--- src/rtl/mc_pkg.sv ---
// Shared definitions for the multi-cycle MIPS sequencing controller:
// opcodes, state codes, datapath mux encodings and the control-word layout.
package mc_pkg;

    localparam logic [5:0] OP_RTYPE = 6'b000000;
    localparam logic [5:0] OP_J     = 6'b000010;
    localparam logic [5:0] OP_BEQ   = 6'b000100;
    localparam logic [5:0] OP_BNE   = 6'b000101;
    localparam logic [5:0] OP_ADDI  = 6'b001000;
    localparam logic [5:0] OP_ANDI  = 6'b001100;
    localparam logic [5:0] OP_ORI   = 6'b001101;
    localparam logic [5:0] OP_LW    = 6'b100011;
    localparam logic [5:0] OP_SW    = 6'b101011;

    typedef enum logic [3:0] {
        S_FETCH   = 4'd0,
        S_DECODE  = 4'd1,
        S_MEMADR  = 4'd2,
        S_MEMRD   = 4'd3,
        S_MEMWB   = 4'd4,
        S_MEMWR   = 4'd5,
        S_RTEXEC  = 4'd6,
        S_RTWB    = 4'd7,
        S_BRANCH  = 4'd8,
        S_JUMP    = 4'd9,
        S_IMMEXEC = 4'd10,
        S_IMMWB   = 4'd11
    } state_t;

    typedef enum logic [1:0] {
        ALUOP_ADD   = 2'b00,
        ALUOP_SUB   = 2'b01,
        ALUOP_FUNCT = 2'b10,
        ALUOP_LOGIC = 2'b11
    } aluop_t;

    typedef enum logic [1:0] {
        SRCB_REG     = 2'b00,
        SRCB_FOUR    = 2'b01,
        SRCB_IMM     = 2'b10,
        SRCB_IMM_SH2 = 2'b11
    } srcb_t;

    typedef enum logic [1:0] {
        PCSRC_ALU    = 2'b00,
        PCSRC_ALUOUT = 2'b01,
        PCSRC_JUMP   = 2'b10,
        PCSRC_RSVD   = 2'b11
    } pcsrc_t;

    typedef struct packed {
        logic   pc_write;
        logic   pc_write_cond;
        logic   branch_ne;
        logic   i_or_d;
        logic   mem_read;
        logic   mem_write;
        logic   ir_write;
        logic   mem_to_reg;
        logic   reg_dest;
        logic   reg_write;
        logic   alu_src_a;
        srcb_t  alu_src_b;
        aluop_t alu_op;
        pcsrc_t pc_source;
        logic   instr_done;
        logic   illegal_op;
    } ctrl_t;

    function automatic logic is_supported(input logic [5:0] op);
        case (op)
            OP_RTYPE, OP_J, OP_BEQ, OP_BNE, OP_ADDI,
            OP_ANDI, OP_ORI, OP_LW, OP_SW: is_supported = 1'b1;
            default:                       is_supported = 1'b0;
        endcase
    endfunction

endpackage

--- src/rtl/multicycle_control_out_decode.sv ---
// Combinational control-word decode from the current state; MemReady only
// qualifies the IR/PC load in FETCH and the completion pulse in MEMWR.
module mc_out_decode
    import mc_pkg::*;
(
    input  state_t     i_state,
    input  logic [5:0] i_opcode,
    input  logic       i_mem_ready,
    output ctrl_t      o_ctrl
);

    always_comb begin
        o_ctrl = '0;
        case (i_state)
            S_FETCH: begin
                o_ctrl.mem_read  = 1'b1;
                o_ctrl.alu_src_b = SRCB_FOUR;
                o_ctrl.ir_write  = i_mem_ready;
                o_ctrl.pc_write  = i_mem_ready;
            end
            S_DECODE: begin
                // ALU speculatively forms PC+4 + (imm<<2) for a possible branch
                o_ctrl.alu_src_b  = SRCB_IMM_SH2;
                o_ctrl.illegal_op = ~is_supported(i_opcode);
                o_ctrl.instr_done = ~is_supported(i_opcode);
            end
            S_MEMADR: begin
                o_ctrl.alu_src_a = 1'b1;
                o_ctrl.alu_src_b = SRCB_IMM;
            end
            S_MEMRD: begin
                o_ctrl.mem_read = 1'b1;
                o_ctrl.i_or_d   = 1'b1;
            end
            S_MEMWB: begin
                o_ctrl.reg_write  = 1'b1;
                o_ctrl.mem_to_reg = 1'b1;
                o_ctrl.instr_done = 1'b1;
            end
            S_MEMWR: begin
                o_ctrl.mem_write  = 1'b1;
                o_ctrl.i_or_d     = 1'b1;
                o_ctrl.instr_done = i_mem_ready;
            end
            S_RTEXEC: begin
                o_ctrl.alu_src_a = 1'b1;
                o_ctrl.alu_op    = ALUOP_FUNCT;
            end
            S_RTWB: begin
                o_ctrl.reg_write  = 1'b1;
                o_ctrl.reg_dest   = 1'b1;
                o_ctrl.instr_done = 1'b1;
            end
            S_BRANCH: begin
                o_ctrl.alu_src_a     = 1'b1;
                o_ctrl.alu_op        = ALUOP_SUB;
                o_ctrl.pc_write_cond = 1'b1;
                o_ctrl.branch_ne     = i_opcode[0];
                o_ctrl.pc_source     = PCSRC_ALUOUT;
                o_ctrl.instr_done    = 1'b1;
            end
            S_JUMP: begin
                o_ctrl.pc_write   = 1'b1;
                o_ctrl.pc_source  = PCSRC_JUMP;
                o_ctrl.instr_done = 1'b1;
            end
            S_IMMEXEC: begin
                o_ctrl.alu_src_a = 1'b1;
                o_ctrl.alu_src_b = SRCB_IMM;
                o_ctrl.alu_op    = (i_opcode == OP_ADDI) ? ALUOP_ADD : ALUOP_LOGIC;
            end
            S_IMMWB: begin
                o_ctrl.reg_write  = 1'b1;
                o_ctrl.instr_done = 1'b1;
            end
            default: ;
        endcase
    end

endmodule

--- src/rtl/multicycle_control.sv ---
// Multi-cycle MIPS sequencer: state register and next-state logic; the
// control word comes from mc_out_decode and is forced to zero under Reset.
//
//  state    | meaning
//  FETCH    | read IR from mem[PC], PC <= PC+4 on MemReady
//  DECODE   | read regs, precompute branch target, dispatch on opcode
//  MEMADR   | ALUOut <= A + sext(imm)
//  MEMRD    | MDR <= mem[ALUOut], wait for MemReady
//  MEMWB    | rt <= MDR
//  MEMWR    | mem[ALUOut] <= B, wait for MemReady
//  RTEXEC   | ALUOut <= A funct B
//  RTWB     | rd <= ALUOut
//  BRANCH   | compare A,B and conditionally load branch target
//  JUMP     | PC <= jump target
//  IMMEXEC  | ALUOut <= A op sext(imm)
//  IMMWB    | rt <= ALUOut
module multicycle_control
    import mc_pkg::*;
(
    input  logic       Clk,
    input  logic       Reset,
    input  logic [5:0] OpCode,
    input  logic       MemReady,
    output logic       PCWrite,
    output logic       PCWriteCond,
    output logic       BranchNe,
    output logic       IorD,
    output logic       MemRead,
    output logic       MemWrite,
    output logic       IRWrite,
    output logic       MemtoReg,
    output logic       RegDest,
    output logic       RegWrite,
    output logic       ALUSrcA,
    output logic [1:0] ALUSrcB,
    output logic [1:0] ALUOp,
    output logic [1:0] PCSource,
    output logic       InstrDone,
    output logic       IllegalOp,
    output logic [3:0] StateOut
);

    state_t r_state;
    state_t w_next;
    ctrl_t  w_ctrl_raw;
    ctrl_t  w_ctrl;

    always_ff @(posedge Clk) begin
        if (Reset) r_state <= S_FETCH;
        else       r_state <= w_next;
    end

    always_comb begin
        w_next = S_FETCH;
        case (r_state)
            S_FETCH:   w_next = MemReady ? S_DECODE : S_FETCH;
            S_DECODE: begin
                case (OpCode)
                    OP_RTYPE:                w_next = S_RTEXEC;
                    OP_LW, OP_SW:            w_next = S_MEMADR;
                    OP_ADDI, OP_ANDI, OP_ORI: w_next = S_IMMEXEC;
                    OP_BEQ, OP_BNE:          w_next = S_BRANCH;
                    OP_J:                    w_next = S_JUMP;
                    default:                 w_next = S_FETCH;
                endcase
            end
            S_MEMADR: begin
                if (OpCode == OP_LW)      w_next = S_MEMRD;
                else if (OpCode == OP_SW) w_next = S_MEMWR;
                else                      w_next = S_FETCH;
            end
            S_MEMRD:   w_next = MemReady ? S_MEMWB : S_MEMRD;
            S_MEMWR:   w_next = MemReady ? S_FETCH : S_MEMWR;
            S_RTEXEC:  w_next = S_RTWB;
            S_IMMEXEC: w_next = S_IMMWB;
            default:   w_next = S_FETCH;
        endcase
    end

    mc_out_decode u_out_decode (
        .i_state     (r_state),
        .i_opcode    (OpCode),
        .i_mem_ready (MemReady),
        .o_ctrl      (w_ctrl_raw)
    );

    // Gating here guarantees no write strobe while an instruction is aborted.
    assign w_ctrl = Reset ? '0 : w_ctrl_raw;

    assign PCWrite     = w_ctrl.pc_write;
    assign PCWriteCond = w_ctrl.pc_write_cond;
    assign BranchNe    = w_ctrl.branch_ne;
    assign IorD        = w_ctrl.i_or_d;
    assign MemRead     = w_ctrl.mem_read;
    assign MemWrite    = w_ctrl.mem_write;
    assign IRWrite     = w_ctrl.ir_write;
    assign MemtoReg    = w_ctrl.mem_to_reg;
    assign RegDest     = w_ctrl.reg_dest;
    assign RegWrite    = w_ctrl.reg_write;
    assign ALUSrcA     = w_ctrl.alu_src_a;
    assign ALUSrcB     = w_ctrl.alu_src_b;
    assign ALUOp       = w_ctrl.alu_op;
    assign PCSource    = w_ctrl.pc_source;
    assign InstrDone   = w_ctrl.instr_done;
    assign IllegalOp   = w_ctrl.illegal_op;
    assign StateOut    = Reset ? 4'd0 : r_state;

endmodule

--- config.mk ---
export PLATFORM = sky130hd
export DESIGN_NAME = multicycle_control
export DESIGN_NICKNAME = d
export VERILOG_FILES = /design/src/rtl/mc_pkg.sv /design/src/rtl/multicycle_control_out_decode.sv /design/src/rtl/multicycle_control.sv
export SDC_FILE = /design/constraint.sdc
export NUM_CORES = 1
export LEC_CHECK = 0
export ABC_AREA = 1
export CAP_MARGIN = 20
export CORE_UTILIZATION = 47
export CTS_CLUSTER_SIZE = 14
export DETAILED_ROUTE_END_ITERATION = 7
export GPL_TIMING_DRIVEN = 1
export PLACE_DENSITY = 0.84
export SYNTH_ARGS = -nofsm -noshare
export SYNTH_HDL_FRONTEND = slang
export SYNTH_HIERARCHICAL = 1
export SYNTH_SLANG_ARGS = --single-unit
--- constraint.sdc ---
create_clock -name Clk -period 3.6 [get_ports Clk]
set_clock_uncertainty 0.15 [all_clocks]
set_input_delay 0.54 -clock Clk [delete_from_list [all_inputs] [get_ports Clk]]
set_output_delay 0.54 -clock Clk [all_outputs]
set_load 0.005 [all_outputs]
## Word-level counts from Yosys, hierarchy flattened

Cells that the tools add are included.
Widths: inputs -> output; s select.

| word-level totals | value |
|---|---|
| bits in registers | 4 |
| bits in latches | 0 |
| RAM bits | 0 |
| memory bits (read-only) | 0 |
| input port bits | 9 |
| output and inout bits | 23 |
| memories kept | 0 |

| operators by class | value |
|---|---|
| add/subtract/negate cells | 0 |
| multiply operators | 0 |
| div/mod/pow operators | 0 |
| magnitude comparators | 0 |
| equality and inequality tests | 19 |
| shift operators | 0 |
| muxes and demuxes | 27 |
| bitwise logic cells | 1 |
| reduce and logical (&&, ||, !) cells | 12 |

Operator list:

| cell | number |
|---|---|
| $pmux 4 s7 | 1 |
| $pmux 4 s5 | 1 |
| $mux 19 | 1 |
| $eq 6x4->1 const B | 3 |
| $eq 4x3->1 const B | 4 |
| $eq 4x4->1 const B | 4 |
| $eq 6x3->1 const B | 2 |
| $eq 6x6->1 const B | 2 |
| $mux 1 | 12 |
| $mux 3 | 4 |
| $pmux 2 s3 | 2 |
| $reduce_or 2->1 | 5 |
| $reduce_or 9->1 | 1 |
| $eq 4x2->1 const B | 2 |
| $eq 6x2->1 const B | 1 |
| $logic_not 6->1 | 1 |
| $reduce_or 3->1 | 2 |
| $reduce_or 5->1 | 1 |
| $eq 4x1->1 const B | 1 |
| $logic_not 4->1 | 1 |
| $mux 2 | 2 |
| $mux 4 | 1 |
| $pmux 2 s2 | 1 |
| $reduce_or 4->1 | 1 |
| 3 further kinds | 3 |

## Longest topological paths before layout

Gate-level depths: netlist of run 1.

| depth | value |
|---|---|
| word-level depth | 7 |
| depth in mapped cells | 9 |
| gate-level depth less buffers | 9 |

## Hierarchy

Netlist of run 1, hierarchy kept.

Modules (own cells, without submodules):

| module | times used | cells each | area each (um^2) | sequential area each (um^2) |
|---|---|---|---|---|
| multicycle_control | 1 | 115 | 590.6 | 80.1 |
| mc_out_decode | 1 | 64 | 266.5 | 0.0 |

## Least setup slack after synthesis of run 1

No wires, ideal clock.

| timing path | value |
|---|---|
| path kind | reg-to-output |
| start point | register r_state[0] |
| end point | output port InstrDone |
| arrival | 1114 ps |
| path slack | 1796 ps |
| cell stages (with the launch flop) | 9 |
| cell sequence | dfxtp_1 inv_1 nor2_2 nand2_1 nor2_1 nand2_1 nand2_1 inv_1 nor2_1 |

RTL lines:

| item | RTL line | text |
|---|---|---|
| start: declaration | multicycle_control.sv:43 | `state_t r_state;` |
| start signal: assignment | multicycle_control.sv:50 | `else r_state <= w_next;` |
| end: declaration | multicycle_control.sv:38 | `output logic InstrDone,` |

==> results of run 1 <==
[how the worst max path moves through the flow]
stage,cells past startpoint,start,slack [ns],endpoint
after global placement,10,OpCode[2],0.75,InstrDone
final,10,OpCode[2],0.67,InstrDone
after floorplan,8,r_state[0],1.80,InstrDone
after global routing,10,OpCode[2],0.51,InstrDone
after detailed placement,10,OpCode[2],0.68,InstrDone
after CTS,10,OpCode[2],0.68,InstrDone
[where the power goes]
group / switching [mW] / internal (mW)
clock: 0.0157 / 0.0371
sequential: 0.00300 / 0.0456
combinational: 0.0330 / 0.0277
[cells by family (layout without fill, tap and decap cells)]
group | after synthesis | count (layout)
DFF | 4 | 4
and+or+nand+nor | 113 | 113
buffers and inverters | 51 | 81
AOI/OAI and AO/OA | 11 | 11
[placed cells by master, fill, tap and decap left out]
cell	Yosys	layout
sky130_fd_sc_hd__nor2_4	3	3
sky130_fd_sc_hd__nand3b_1	2	2
sky130_fd_sc_hd__nand2_2	2	2
sky130_fd_sc_hd__nor2_1	53	53
sky130_fd_sc_hd__a21oi_2	1	1
sky130_fd_sc_hd__dfxtp_1	4	4
sky130_fd_sc_hd__o21ai_1	1	1
sky130_fd_sc_hd__nand4_1	5	5
sky130_fd_sc_hd__inv_2	1	1
sky130_fd_sc_hd__nand2_1	32	32
sky130_fd_sc_hd__a21oi_1	3	3
sky130_fd_sc_hd__nor2_2	4	4
sky130_fd_sc_hd__inv_1	46	46
sky130_fd_sc_hd__nand3_1	8	8
sky130_fd_sc_hd__nor3_2	1	1
sky130_fd_sc_hd__nand3_2	3	3
sky130_fd_sc_hd__o22ai_1	2	2
sky130_fd_sc_hd__o21ai_0	4	4
sky130_fd_sc_hd__clkdlybuf4s50_1	0	31
sky130_fd_sc_hd__clkbuf_4	0	3
[area by class of cell]
class / instances / area share, %
Tap cell: 25 / 2.61
Inverter: 47 / 14.7
Clock buffer: 3 / 1.88
Timing Repair Buffer: 31 / 25.9
Multi-Input combinational cell: 124 / 48.2
Sequential cell: 4 / 6.68
[per-stage QoR]
step,area (sq um),setup WS [ns],instances,power [mW]
2_1_floorplan,857,1.80,179,0.0809
3_3_place_gp,1180,0.747,231,0.108
3_5_place_dp,1180,0.680,231,0.110
4_1_cts,1200,0.679,234,0.164
5_1_grt,1200,0.511,234,0.174
6_report,1200,0.668,234,0.162
[critical path, stage by stage]
cell	delay, ns
sky130_fd_sc_hd__clkdlybuf4s50_1	0.61
sky130_fd_sc_hd__inv_1	0.09
sky130_fd_sc_hd__nand2_1	0.08
sky130_fd_sc_hd__nor2_1	0.05
sky130_fd_sc_hd__nor2_1	0.08
sky130_fd_sc_hd__nand2_1	0.08
sky130_fd_sc_hd__nand2_1	0.07
sky130_fd_sc_hd__inv_1	0.03
sky130_fd_sc_hd__nor2_1	0.08
sky130_fd_sc_hd__clkdlybuf4s50_1	0.52
[metal layers]
metal	global-route usage (%)	vias up	wire length, microns
li1	-	589	-
met1	26.3	468	930
met2	37.6	24	994
met3	1.20	0	55
met4	4.24	0	0
met5	0	-	0
==> metrics.yaml, run 1 <==
finish:
  largest_reg_flops: 4
  drive_above_1_share_pct: 8.61
  syn2layout_area_growth_pct: 39.9
  fill_cells: 184
  regMostFlops: "r_state"
  final_core_util_pct: 69.4
  top_regs: "r_state x4"
  final_net_count: 220
  multi_input_comb_area_sq_um: 578
  num_antenna_cells: 0
  register_area_sq_um: 80.1
logic_synthesis:
  postSynthNetCount: 188
  synth_top_cells_by_area: "sky130_fd_sc_hd__nor2_1 23%, sky130_fd_sc_hd__inv_1 20%, sky130_fd_sc_hd__nand2_1 14%"
  number_of_synthesized_flops_with_an_enable_pin: 0
  synthesis.area_sq_um: 857
  post_synth.cell_area_avg_sq_um: 4.79
  synth_sequential_area_ratio_pct: 9.34
  synthArstFlopShare_pct: 0
  synth_top_cell_by_area: "sky130_fd_sc_hd__nor2_1"
  synth.ff_latch_count: 4
  synth.cells.most_frequent: "53 x sky130_fd_sc_hd__nor2_1, 46 x sky130_fd_sc_hd__inv_1, 32 x sky130_fd_sc_hd__nand2_1"
  synth-simple-area-share_pct: 60.3
  combinational_family_with_the_most_area_after_synthesis: "simple AND/OR/NAND/NOR gates"
  synth_fa_ha_area_share_pct: 0
  yosys.area.top_type_share_pct: 23.2
  synth_warnings: 6
  ys_types: 20
  synth_flop_cell: "sky130_fd_sc_hd__dfxtp_1"
  muxShareOfSynthArea_pct: 0
  yosys.cell_count.top_type: "sky130_fd_sc_hd__nor2_1"
  syn_inst: 179
  synth_compound_gate_area_share_pct: 7.15
  yosys.area_share.xor_xnor_pct: 0
sta:
  finalCriticalPeriod_ns: 2.93
  max_clock_freq_mhz: 341
  fin_hold_ws_ns: 0.486
  final.setup.tns_ns: 0
  layout_worst_path_cycle_share_pct: 81.4
  finalMaxSlewViolations: 0
  grt_setup_unrepaired: "no"
  max-slew-margin-rel_pct: 43.5
  timing_worst_slew_pin_value_ns: 0.845
  final_hold_viol_count: 0
  final-setup-viol-count: 0
global_routing:
  global_route.overflow_total: 0
  grt_pass1_wl_microns: 3210
  antenna_violations_before_repair: 0
  pin_count_of_the_biggest_net_entering_global_routing: 28
  vias_in_the_first_global_route: 820
  global_route.usage.total_pct: 20.5
die:
  die_y_microns: 44.7
  die_area_sq_mm: 0.00200
  core_area_sq_mm: 0.00173
  die_width_microns: 44.7
  starting_density_of_the_core_pct: 49.6
  io_pins: 32
  placement_rows: 15
setup_path:
  critPathMaxFanout: 7
  r2r_cells: 6
  crit_arrival_ns: 2.24
  regToRegEndpoint: "r_state[2]"
  crit_required_ns: 2.91
  worst-setup-path-type: "primary input to output port"
  ff2ff_setup_slack_ns: 2.20
  crit_path_start_kind: "primary input"
  cp-end-kind: "output port"
  r2r_start: "r_state[1]"
hold_path:
  holdPathStages: 2
  hold_class: "flop to flop"
  min_delay_startpoint: "r_state[3]"
  worst_hold_path.endpoint: "r_state[3]"
cts:
  post_cts.resized_instances: 0
  cts_hold_buffers: 0
  clk_pin_slew_ns: 0.04
  clock-sinks: 4
  insertion_delay_ns: 0.23
  tritoncts: "done"
  postCtsSetupBuffers: 0
  cts_inserted_buffers: 3
  cts_root_buf: "sky130_fd_sc_hd__clkbuf_4"
  clockBufferDepth: 2
  htreeDepth: 1
route:
  post-route-drc-count: 0
  first_iter_violations: 18
  vias_per_cell: 4.62
  ant_nets: 0
  first_pass_iters: 4
  vias: 1081
  drt-total-wl_microns: 1980
  detail_route.wl_per_cell_microns: 8.46
power_and_ir_drop:
  power_leakage_nw: 0.600
  max-vdd-ir-drop_v: 0.000229
  pwr_density_cell_mw_per_mm2: 135
placement:
  place_hpwl_microns: 1640
  globalplace.congestion: 0.849
  port-buffer-count: 31
run:
  drv_cap: 0
run_status:
  outcome: "finished clean"
(Power assumes the default switching activity.)
==> run 2: changes to the inputs <==
--- a/config.mk
+++ b/config.mk
@@ -7,11 +7,11 @@
 export LEC_CHECK = 0
 export ABC_AREA = 1
 export CAP_MARGIN = 20
-export CORE_UTILIZATION = 47
+export CORE_UTILIZATION = 44
 export CTS_CLUSTER_SIZE = 14
 export DETAILED_ROUTE_END_ITERATION = 7
 export GPL_TIMING_DRIVEN = 1
-export PLACE_DENSITY = 0.84
+export PLACE_DENSITY = 0.8
 export SYNTH_ARGS = -nofsm -noshare
 export SYNTH_HDL_FRONTEND = slang
 export SYNTH_HIERARCHICAL = 1
==> constraint.sdc (replaced) <==
create_clock -name Clk -period 2.8 [get_ports Clk]
set_clock_uncertainty 0.15 [all_clocks]
set_input_delay 0.42 -clock Clk [delete_from_list [all_inputs] [get_ports Clk]]
set_output_delay 0.42 -clock Clk [all_outputs]
set_load 0.005 [all_outputs]
==> run 2 against run 1 <==
  * Core utilization decreased by 0.93 points
  * Cell count increased by 1.3%
  * Cell area is 1.9% higher
==> metrics.yaml, run 2 (synthesis gave the netlist of run 1 again) <==
run_status:
  outcome: "finished clean"  # unchanged
finish:
  final_area_sq_mm: 0.00122  # was 0.00120 sq mm
  top_regs: "r_state x4"  # unchanged
  syn2layout_area_growth_pct: 42.5  # was 39.9%
  final_cell_count_no_fill: 237  # was 234
  num_antenna_cells: 0  # unchanged
  final_net_count: 223  # was 220
  regMostFlops: "r_state"  # unchanged
  most_common_cell_after_layout_fill_and_taps_aside: "sky130_fd_sc_hd__nor2_1"  # unchanged
  largest_reg_flops: 4  # unchanged
  fill_cells: 169  # was 184
  commonest_cells_after_routing_fill_and_taps_aside: "53 x sky130_fd_sc_hd__nor2_1, 46 x sky130_fd_sc_hd__inv_1, 32 x sky130_fd_sc_hd__nand2_1, 31 x sky130_fd_sc_hd__clkdlybuf4s50_1, 8 x sky130_fd_sc_hd__nand3_1"  # unchanged
  drive_above_1_share_pct: 9.91  # was 8.61%
  register_area_sq_um: 80.1  # unchanged
  multi_input_comb_area_sq_um: 578  # unchanged
setup_path:
  critPathMaxFanout: 4  # was 7
  ff2ff_setup_slack_ns: 1.42  # was 2.20 ns
  path_buf_inv: 4  # unchanged
  cp-end-kind: "output port"  # unchanged
  worst-setup-path-type: "primary input to output port"  # unchanged
  critPathTopFamily: "buffers and inverters"  # unchanged
  cp_slowest_cell: "sky130_fd_sc_hd__clkdlybuf4s50_1"  # unchanged
  regToRegEndpoint: "r_state[1]"  # was r_state[2]
  worstPathCellList: "clkdlybuf4s50_1 > inv_1 > nand3_1 > nor2_1 > nor2_1 > nand2_1 > nand2_1 > inv_1 > nor2_1 > clkdlybuf4s50_1"  # was clkdlybuf4s50_1 > inv_1 > nand2_1 > nor2_1 > nor2_1 > nand2_1 > nand2_1 > inv_1 > nor2_1 > clkdlybuf4s50_1
  maximum_cell_stage_delay_along_the_critical_path_ns: 0.57  # was 0.61 ns
  crit_required_ns: 2.23  # was 2.91 ns
  cpMostUsedCell: "sky130_fd_sc_hd__nor2_1"
  r2r_cells: 6  # unchanged
  crit_path_start_kind: "primary input"  # unchanged
  crit_arrival_ns: 1.99  # was 2.24 ns
  r2r_start: "r_state[1]"  # unchanged
hold_path:
  min_delay_startpoint: "r_state[3]"  # unchanged
  hold_class: "flop to flop"  # unchanged
  holdPathStages: 2  # unchanged
  worst_hold_path.endpoint: "r_state[3]"  # unchanged
cts:
  insertion_delay_ns: 0.23  # about the same
  clk_pin_slew_ns: 0.04  # about the same
  post_cts.resized_instances: 0  # unchanged
  postCtsSetupBuffers: 0  # unchanged
  htreeDepth: 1  # unchanged
  cts_inserted_buffers: 3  # unchanged
  cts_root_buf: "sky130_fd_sc_hd__clkbuf_4"  # unchanged
  cts_hold_buffers: 0  # unchanged
  tritoncts: "done"  # unchanged
  clockBufferDepth: 2  # unchanged
  clock-sinks: 4  # unchanged
route:
  drt-total-wl_microns: 2090  # was 1980 microns
  detail_route.wl_per_cell_microns: 8.83  # was 8.46 microns
  vias_per_cell: 4.58  # was 4.62
  post-route-drc-count: 0  # unchanged
  first_iter_violations: 22  # was 18
  vias: 1085  # was 1081
  ant_nets: 0  # unchanged
  first_pass_iters: 4  # unchanged
global_routing:
  antenna_violations_before_repair: 0  # unchanged
  global_route.usage.total_pct: 20.5  # about the same
  vias_in_the_first_global_route: 856  # was 820
  pin_count_of_the_biggest_net_entering_global_routing: 28  # unchanged
  grt_pass1_wl_microns: 3330  # was 3210 microns
  global_route.overflow_total: 0  # unchanged
sta:
  grt_setup_unrepaired: "no"  # unchanged
  layout_worst_path_cycle_share_pct: 91.6
  final_hold_viol_count: 0  # unchanged
  final-setup-viol-count: 0  # unchanged
  max_clock_freq_mhz: 390
  finalCriticalPeriod_ns: 2.56
  timing_worst_slew_pin_value_ns: 0.430  # was 0.845 ns
  finalMaxSlewViolations: 0  # unchanged
  setup_ws_ns: 0.236  # was 0.668 ns
  max-slew-margin-rel_pct: 71.3  # was 43.5%
  final.setup.tns_ns: 0  # unchanged
placement:
  port-buffer-count: 31  # unchanged
  dpl_worst_slack_ns: 0.228  # was 0.680 ns
  detailed_place.area_sq_mm: 0.00120  # was 0.00118 sq mm
  globalplace.congestion: 0.891  # was 0.849
  place_hpwl_microns: 1720  # was 1640 microns
  placedCellCount: 234  # was 231
power_and_ir_drop:
  power_leakage_nw: 0.615  # was 0.600 nW
  power.total_mw: 0.213  # was 0.162 mW
  pwr_density_cell_mw_per_mm2: 175  # was 135 mW/mm^2
  max-vdd-ir-drop_v: 0.000281  # was 0.000229 V
die:
  starting_density_of_the_core_pct: 48.1  # was 49.6%
  io_pins: 32  # unchanged
  die_y_microns: 46.1  # was 44.7 microns
  placement_rows: 15  # unchanged
  core_area_sq_mm: 0.00178  # was 0.00173 sq mm
  die_width_microns: 46.1  # was 44.7 microns
  die_area_sq_mm: 0.00213  # was 0.00200 sq mm
run:
  drv_cap: 0  # unchanged
run 2: changes by cell type in the layout (fill, tap and decap cells not counted), sizes merged:
cell  change
buf       +3
run 2: how the worst max path moves through the flow:
| stage | from | endpoint | slack, ns | depth (start not counted) |
|---|---|---|---|---|
| floorplan | r_state[0] | InstrDone | 1.12 | 8 |
| global placement | OpCode[0] | ALUOp[1] | 0.27 | 8 |
| detailed placement | OpCode[4] | InstrDone | 0.23 | 10 |
| CTS | OpCode[4] | InstrDone | 0.23 | 10 |
| global route | r_state[0] | InstrDone | 0.08 | 9 |
| finish | OpCode[4] | InstrDone | 0.24 | 10 |
run 2: cell type report:
type	count	share of cell area [%]
Inverter	47	14.4
Clock buffer	3	1.84
Sequential cell	4	6.56
Tap cell	25	2.56
Timing Repair Buffer	34	27.3
Multi-Input combinational cell	124	47.3
run 2: worst min-delay path: cells and delay by family (launching register included):
family          cells  cell delay (ns)
compound gates      1             0.05
flops               1             0.39
simple gates        1             0.15
run 2: metal layers:
layer / part of all wire, % / GRT usage, % / vias up
met3: 3.1 / 1.18 / 0
met1: 47 / 24.2 / 458
li1: - / - / 595
met5: 0 / 0 / -
met4: 0 / 1.76 / 0
met2: 49 / 40.8 / 32
run 2: per-stage QoR:
step,util (%),hold WS [ns]
2_1_floorplan,-,0.417
3_3_place_gp,67.2,0.471
3_5_place_dp,67.2,0.495
4_1_cts,68.5,0.500
5_1_grt,68.5,0.521
6_report,68.5,0.499
run 2: where the power goes:
| part | total, mW | switching, mW | internal [mW] |
|---|---|---|---|
| Clock | 0.0690 | 0.0212 | 0.0478 |
| Combinational | 0.0817 | 0.0433 | 0.0384 |
| Sequential | 0.0625 | 0.00396 | 0.0586 |
| Total | 0.213 | 0.0685 | 0.145 |
==> run 3: changes to the inputs <==
--- a/config.mk
+++ b/config.mk
@@ -8,6 +8,7 @@
 export ABC_AREA = 1
 export CAP_MARGIN = 20
 export CORE_UTILIZATION = 44
+export CTS_CLUSTER_DIAMETER = 30
 export CTS_CLUSTER_SIZE = 14
 export DETAILED_ROUTE_END_ITERATION = 7
 export GPL_TIMING_DRIVEN = 1
==> results of run 3 <==
The final DEF is identical to that of run 2; final timing and power are the same.
==> variant, RTL diff (flow settings as in run 2) <==
Make the reset (`Reset`) asynchronous in one clocked block.
--- a/src/rtl/multicycle_control.sv
+++ b/src/rtl/multicycle_control.sv
@@ -45,7 +45,7 @@
     ctrl_t  w_ctrl_raw;
     ctrl_t  w_ctrl;
 
-    always_ff @(posedge Clk) begin
+    always_ff @(posedge Clk or posedge Reset) begin
         if (Reset) r_state <= S_FETCH;
         else       r_state <= w_next;
     end
Function: no difference found for any inputs over 10 cycles, from zero or initial values and one cycle with Reset high; that may be too few to reach the edited logic, so the function may still have changed.
==> variant against run 2 <==
Worst setup slack got worse by 0.026 ns; routed wire length decreased by 8.8%; sequential cell count unchanged; total power increased by 23%; sequential share of layout area increased by 1.7 points; via count decreased by 3.4%; area after synthesis increased by 0.44%; global-route usage decreased by 1.6 points; clock power decreased by 3.8%; fmax decreased by 0.99%; non-clock buffer count decreased by 2; cell area decreased by 0.51%; critical path type unchanged.
==> variant: results <==
[global_route]
grt_pass1_wl_mm = 3.056
grt_pass1_vias = 801
grt_use_met1_pct = 22.48
met2_usage_pct = 36.34
met3_usage_pct = 0

[logic_synthesis]
synthArstFlopShare_pct = 100.0
dominantRegCellSynth = dfrtp_1
synth_cell_type_count = 17
synth_commonest_cells = nor2_1 (54), inv_1 (48), nand2_1 (37), nand3_1 (15)
synth_seq_area_share_pct = 11.63
synth_area_leaders = nor2_1 (24%), inv_1 (21%), nand2_1 (16%)

[critical_path]
crit_slowest_cell = clkdlybuf4s50_1
cp_max_fo = 6
rrSetupSlack_ns = 1.50
cpPeakStageDelay_ns = 0.56
crit_arrival_ns = 2.02
reg2reg_depth = 8

[drt]
met1Wirelength_um = 890
met2_length_um = 964
vias = 1048
dr_wl_met3_um = 53
wl_per_cell_um = 7.884
vias_per_cell = 4.331

[placement]
dp_cells = 239
hpwl_mm = 1.607
dpl_worst_slack_ns = 0.2018
gp_congestion = 0.8914

[power]
static-leakage-power_nw = 0.6689
peakVddDrop_mv = 0.3797

[min_path]
worstHoldPathType = input port to asynchronous set/reset pin

[clock_tree]
root_buffer = clkbuf_4
htreeDepth = 1

[final_layout]
drive_above_1_share_pct = 8.295
n_fill_cell = 171

[sta]
holdWs_ns = 0.4477
tightest_slew_ns = 0.3292

[status]
status = finished, final reports clean
==> variant: cells by family after synthesis <==
logic type | after synthesis | share of synthesized area, %
buffers and inverters | 56 | 25.15
DFF | 4 | 11.63
AOI/OAI and AO/OA | 7 | 4.360
and+or+nand+nor | 118 | 58.87
==> variant: path summary, 6_finish.rpt <==
check / start / to
hold reg to reg: r_state[3]$_DFF_PP0_ / r_state[2]$_DFF_PP0_
max in group asynchronous: Reset / r_state[2]$_DFF_PP0_
setup reg to reg: r_state[1]$_DFF_PP0_ / r_state[1]$_DFF_PP0_
setup / recovery: OpCode[2] / InstrDone
min in group Clk: r_state[3]$_DFF_PP0_ / r_state[2]$_DFF_PP0_
hold / removal: Reset / r_state[3]$_DFF_PP0_
==> variant: per-stage QoR <==
step	total power (W)	utilization [%]	area, sq um
after floorplan	0.0001401	-	860.8
after global placement	0.0001928	66.88	1192
after detailed placement	0.0001962	66.88	1192
after CTS	0.0002652	68.14	1215
after global routing	0.0002840	68.14	1215
final	0.0002613	68.14	1215
==> variant: area by class of cell <==
type / instances / area [sq um] / area share (%)
Inverter: 53 / 198.9 / 16.37
Multi-Input combinational cell: 125 / 544.3 / 44.80
Tap cell: 25 / 31.28 / 2.575
Timing Repair Buffer: 32 / 317.8 / 26.16
Sequential cell: 4 / 100.1 / 8.239
Clock buffer: 3 / 22.52 / 1.854
==> variant: power breakdown <==
group	internal (W)	switching [W]
Combinational	0.0000572	0.0000688
Clock	0.0000476	0.0000188
Sequential	0.0000613	0.00000769
==> variant: worst max-delay path: cells and delay by family <==
kind / cells / cell delay [ns]
and+or+nand+nor: 6 / 0.40
buffers and inverters: 4 / 1.18
